<file path="src/rtl/mem_stage.sv">
// MEMORY stage: data-memory req/gnt/rvalid sequencing, byte-lane steering, load extension
// and the MEM/WB pipeline register.
module mem_stage #(
    parameter int unsigned DATA_WIDTH = 32,
    parameter int unsigned REG_WIDTH  = 4
) (
    input  logic                  clk,
    input  logic                  rst,
    input  logic                  i_valid_M,
    input  logic [DATA_WIDTH-1:0] i_alu_result_M,
    input  logic [DATA_WIDTH-1:0] i_write_data_M,
    input  logic [DATA_WIDTH-1:0] i_pc_plus4_M,
    input  logic [DATA_WIDTH-1:0] i_pc_target_M,
    input  logic [REG_WIDTH-1:0]  i_rd_M,
    input  logic                  i_reg_write_M,
    input  logic [1:0]            i_result_src_M,
    input  logic                  i_mem_write_M,
    input  logic [2:0]            i_funct3_M,
    output logic                  o_dmem_req,
    output logic                  o_dmem_we,
    output logic [DATA_WIDTH-1:0] o_dmem_addr,
    output logic [3:0]            o_dmem_be,
    output logic [DATA_WIDTH-1:0] o_dmem_wdata,
    input  logic                  i_dmem_gnt,
    input  logic                  i_dmem_rvalid,
    input  logic [DATA_WIDTH-1:0] i_dmem_rdata,
    output logic                  o_stall_M,
    output logic                  o_misaligned_M,
    output logic [DATA_WIDTH-1:0] o_result_W,
    output logic [REG_WIDTH-1:0]  o_rd_W,
    output logic                  o_reg_write_W
);

    typedef enum logic [1:0] {StIdle, StReq, StResp} state_e;

    state_e                state_q, state_d;
    logic [DATA_WIDTH-1:0] result_q, result_d;
    logic [REG_WIDTH-1:0]  rd_q;
    logic                  reg_write_q;

    logic                  is_store, is_load, is_access;
    logic                  misaligned, aligned_access;
    logic                  stall;
    logic [1:0]            offset;
    logic [DATA_WIDTH-1:0] rdata_shift;
    logic [DATA_WIDTH-1:0] load_data;

    // A store wins if the upstream ever flags both; result_src alone marks a load.
    assign is_store  = i_valid_M & i_mem_write_M;
    assign is_load   = i_valid_M & (i_result_src_M == 2'b01) & ~i_mem_write_M;
    assign is_access = is_store | is_load;
    assign offset    = i_alu_result_M[1:0];

    always_comb begin
        misaligned = 1'b0;
        if (is_access) begin
            if (i_funct3_M[1]) begin
                misaligned = (offset != 2'b00);
            end else if (i_funct3_M[0]) begin
                misaligned = offset[0];
            end
        end
    end

    assign aligned_access = is_access & ~misaligned;
    assign o_misaligned_M = misaligned;

    // Request fields come straight from the held upstream inputs, so they stay stable in StReq.
    assign o_dmem_req  = (state_q == StIdle) ? aligned_access : (state_q == StReq);
    assign o_dmem_we   = o_dmem_req & is_store;
    assign o_dmem_addr = {i_alu_result_M[DATA_WIDTH-1:2], 2'b00};

    always_comb begin
        if (i_funct3_M[1]) begin
            o_dmem_be    = 4'b1111;
            o_dmem_wdata = i_write_data_M;
        end else if (i_funct3_M[0]) begin
            o_dmem_be    = 4'b0011 << offset;
            o_dmem_wdata = {2{i_write_data_M[15:0]}};
        end else begin
            o_dmem_be    = 4'b0001 << offset;
            o_dmem_wdata = {4{i_write_data_M[7:0]}};
        end
    end

    always_comb begin
        state_d = state_q;
        stall   = 1'b0;
        case (state_q)
            StIdle: begin
                stall = aligned_access & ~(i_dmem_gnt & is_store);
                if (aligned_access) begin
                    if (!i_dmem_gnt) begin
                        state_d = StReq;
                    end else if (is_load) begin
                        state_d = StResp;
                    end
                end
            end
            StReq: begin
                stall = ~(i_dmem_gnt & is_store);
                if (i_dmem_gnt) begin
                    state_d = is_load ? StResp : StIdle;
                end
            end
            StResp: begin
                stall = ~i_dmem_rvalid;
                if (i_dmem_rvalid) begin
                    state_d = StIdle;
                end
            end
            default: begin
                state_d = StIdle;
                stall   = 1'b0;
            end
        endcase
    end

    assign o_stall_M = stall;

    assign rdata_shift = i_dmem_rdata >> {offset, 3'b000};

    always_comb begin
        if (i_funct3_M[1]) begin
            load_data = i_dmem_rdata;
        end else if (i_funct3_M[0]) begin
            load_data = {{16{rdata_shift[15] & ~i_funct3_M[2]}}, rdata_shift[15:0]};
        end else begin
            load_data = {{24{rdata_shift[7] & ~i_funct3_M[2]}}, rdata_shift[7:0]};
        end
    end

    always_comb begin
        unique case (i_result_src_M)
            2'b00: result_d = i_alu_result_M;
            2'b01: result_d = load_data;
            2'b10: result_d = i_pc_plus4_M;
            2'b11: result_d = i_pc_target_M;
            default: result_d = i_alu_result_M;
        endcase
    end

    always_ff @(posedge clk) begin
        if (rst) begin
            state_q     <= StIdle;
            result_q    <= '0;
            rd_q        <= '0;
            reg_write_q <= 1'b0;
        end else begin
            state_q <= state_d;
            if (!stall) begin
                result_q    <= result_d;
                rd_q        <= i_rd_M;
                reg_write_q <= i_reg_write_M & i_valid_M & ~misaligned;
            end else begin
                reg_write_q <= 1'b0;
            end
        end
    end

    assign o_result_W    = result_q;
    assign o_rd_W        = rd_q;
    assign o_reg_write_W = reg_write_q;

endmodule
</file>
<file path="config.mk">
export PLATFORM = sky130hd
export DESIGN_NAME = mem_stage
export DESIGN_NICKNAME = d
export VERILOG_FILES = /design/src/rtl/mem_stage.sv
export SDC_FILE = /design/constraint.sdc
export NUM_CORES = 1
export LEC_CHECK = 0
export ABC_AREA = 1
export ABC_CLOCK_PERIOD_IN_PS = 3100
export CAP_MARGIN = 20
export CORE_ASPECT_RATIO = 0.7
export CORE_MARGIN = 4
export CORE_UTILIZATION = 39
export CTS_BUF_LIST = sky130_fd_sc_hd__clkbuf_2 sky130_fd_sc_hd__clkbuf_4 sky130_fd_sc_hd__clkbuf_8
export DETAILED_ROUTE_END_ITERATION = 7
export GPL_TIMING_DRIVEN = 0
export PLACE_DENSITY = 0.95
export SLEW_MARGIN = 15
export SYNTH_ARGS = -nofsm -noshare
export SYNTH_HDL_FRONTEND = slang
export SYNTH_SLANG_ARGS = --single-unit
</file>
<file path="constraint.sdc">
create_clock -name clk -period 3.1 [get_ports clk]
set_input_delay 0.62 -clock clk [delete_from_list [all_inputs] [get_ports clk]]
set_output_delay 0.62 -clock clk [all_outputs]
set_load 0.005 [all_outputs]
</file>
==> flow_metrics.env <==
export IMPL_status="finished, final reports clean"
export IMPL_post_route_drc_count=0
export IMPL_hold_class="reg -> reg"
export IMPL_synth_area_per_cell_um2=5.41
export IMPL_wl_per_cell_um=16.6
export IMPL_clk_latency_ps=300
export IMPL_fin_cells=1153
export IMPL_setup_violations=0
export IMPL_dp_hpwl_um=15900
export IMPL_period_needed_ps=3030
export IMPL_clock_skew_final_ps=7.73
export IMPL_crit_chain="clkdlybuf4s50_1 > buf_4 > buf_4 > a21oi_1 > o21ai_0 > o21ai_0 > clkdlybuf4s50_1"
export IMPL_max_freq_mhz=330
export IMPL_post_dp_cell_area_um2=6910
export IMPL_fin_crit_sh=0.977
export IMPL_synthToLayoutAreaGrowth_pct=81.2
export IMPL_cp_slowest_cell="clkdlybuf4s50_1"
export IMPL_power_leakage_nw=3.42
export IMPL_synth_top_area_cell="nand2_1"
export IMPL_track_usage=0.308
export IMPL_hold_slack_ps=470
export IMPL_grt_pass1_vias=5635
export IMPL_synth_area_leaders="nand2_1 (20%), dfxtp_1 (20%), nor2_1 (10%), buf_4 (8.6%), inv_1 (7.3%)"
export IMPL_synth_edf_count=0
export IMPL_start_kind="primary input"
export IMPL_relSlewSlack=0.542
export IMPL_htree_num_levels=2
export IMPL_cts_buffers=5
export IMPL_ys_flop_type="dfxtp_1"
export IMPL_clk_path_buf_depth=2
export IMPL_die_h_um=92.2
export IMPL_start_util=0.403
export IMPL_ys_seq_elements=39
export IMPL_cp_end_kind="primary output"
export IMPL_layout_drive_gt1_share=0.0917
export IMPL_layout_commonest_cell="clkdlybuf4s50_1"
export IMPL_port_buffers=280
export IMPL_critPathKind="in -> out"
export IMPL_path_clk_slew_ps=80
export IMPL_drtAntennaViolNets=0
export IMPL_synth_warnings=0
export IMPL_setup_tns_final_ps=0
export IMPL_critPathArrivalTime_ps=2410
export IMPL_ys_async_sr_fraction=0
export IMPL_grt_first_pass_wirelength_um=28900
export IMPL_irDropWorstVdd_v=0.000164
export IMPL_grt_max_degree=14
export IMPL_ys_seq_area_frac=0.198
export IMPL_root_buffer="clkbuf_8"
export IMPL_placedCellCount=1138
export IMPL_die_area_um2=11800
export IMPL_layout_common_cells="clkdlybuf4s50_1 (274), nand2_1 (210), nor2_1 (106), inv_1 (76), buf_4 (55)"
export IMPL_path_max_fanout=10
export IMPL_ctsHoldBuffers=0
export IMPL_drv_slew=0
export IMPL_netlist_instances=729
export IMPL_wirelength_um=19200
export IMPL_total_power_mw=2.04
export IMPL_firstDrtPassIters=5
export IMPL_n_antenna_cell=0
export IMPL_yosysTopAreaCellShare=0.201
export IMPL_rsz0062_at_grt="false"
export IMPL_power_density_nw_per_um2=285
export IMPL_cts_sinks=39
export IMPL_required_ps=2480
export IMPL_maxCapViolCount=0
export IMPL_synthDistinctLibCells=28
export IMPL_overflow=0
export IMPL_cts_tree="built"
export IMPL_vias=5834
export IMPL_drt_iter0_drc=384
export IMPL_die_x_um=128
export IMPL_design_final_nets=1200
export IMPL_fp_coreArea_um2=9800
export IMPL_vias_per_cell=5.06
export IMPL_synthesis_area_um2=3950
export IMPL_tightest_slew_ps=688
export IMPL_num_rows=30
export IMPL_design_area_um2=7150
export IMPL_slowest_delay_ps=550
export IMPL_boundaryPins=285
export IMPL_antenna_found_initial=0
export IMPL_routabilityCongestion=0.988
export IMPL_hold_violations=0
[layer usage]
layer  vias up  wire length (µm)  global-route usage  part of all wire
met5         -                 0                   0                 0
met4         0               424              0.0813             0.022
met3        33              1930              0.0786              0.10
met2       307              8990               0.517              0.47
met1      2637              7850               0.389              0.41
li1       2857                 -                   -                 -
[critical path, delay by kind of cell]
family	cells	cell delay [ps]
AOI/OAI and AO/OA	3	370
buffers and inverters	4	1420
[path summary, 6_finish.rpt]
path | startpoint | cells after the start | slack, ps | endpoint
worst min register to register | o_result_W[23] | 2 | 470 | o_result_W[23]
worst min-delay path | o_result_W[23] | 2 | 470 | o_result_W[23]
worst max-delay path | i_funct3_M[0] | 7 | 70 | o_dmem_wdata[11]
worst max register to register | state_q[0] | 8 | 1510 | o_result_W[29]
[registers in the layout, indices dropped and copies added (netlist names)]
signal and cells:
o_result_W 32, o_reg_write_W 1, state_q 2, o_rd_W 4
[final cells by class]
| class | instances | area [µm²] |
|---|---|---|
| Buffer | 81 | 546 |
| Sequential cell | 39 | 781 |
| Clock buffer | 5 | 68.8 |
| Clock inverter | 3 | 43.8 |
| Fill cell | 867 | 2650 |
| Inverter | 83 | 317 |
| Multi-Input combinational cell | 527 | 2370 |
| Tap cell | 128 | 160 |
| Timing Repair Buffer | 287 | 2860 |
[cells by family (layout without fill, tap and decap cells)]
group / count (synthesis) / count (layout) / synth area share
compound gates: 120 / 120 / 0.167
buf+inv: 164 / 459 / 0.208
flops: 39 / 39 / 0.198
other cells: 1 / 2 / 0.000950
simple gates: 405 / 405 / 0.426
[where the power goes]
group / internal, mW / switching (mW)
logic: 0.569 / 0.446
registers: 0.556 / 0.0289
clock network: 0.240 / 0.199
[cells in the mapped netlist, types with 3 or more instances]
| library cell | n |
|---|---|
| nand3_1 | 54 |
| o21ai_0 | 57 |
| buf_1 | 6 |
| nor2_1 | 106 |
| a21oi_1 | 50 |
| clkbuf_1 | 24 |
| o22ai_1 | 7 |
| inv_1 | 77 |
| buf_4 | 45 |
| dfxtp_1 | 39 |
| nand4_1 | 23 |
| buf_6 | 4 |
| inv_2 | 3 |
| nand2_1 | 211 |
| nand2_2 | 7 |
[timing repair]
item | in CTS | in global routing
setup buffers | 3 | 4
resized for setup | 23 | 16
pin swaps | 2 | 0
setup endpoints to repair | 30 | 28
[through the flow]
step,worst slack (ps),util
finish,70.1,0.730
global route,3.95,0.730
CTS,7.25,0.724
detailed placement,-525,0.706
global placement,-496,0.706
floorplan,916,-
Note: power is estimated with default switching activity, not from simulation.
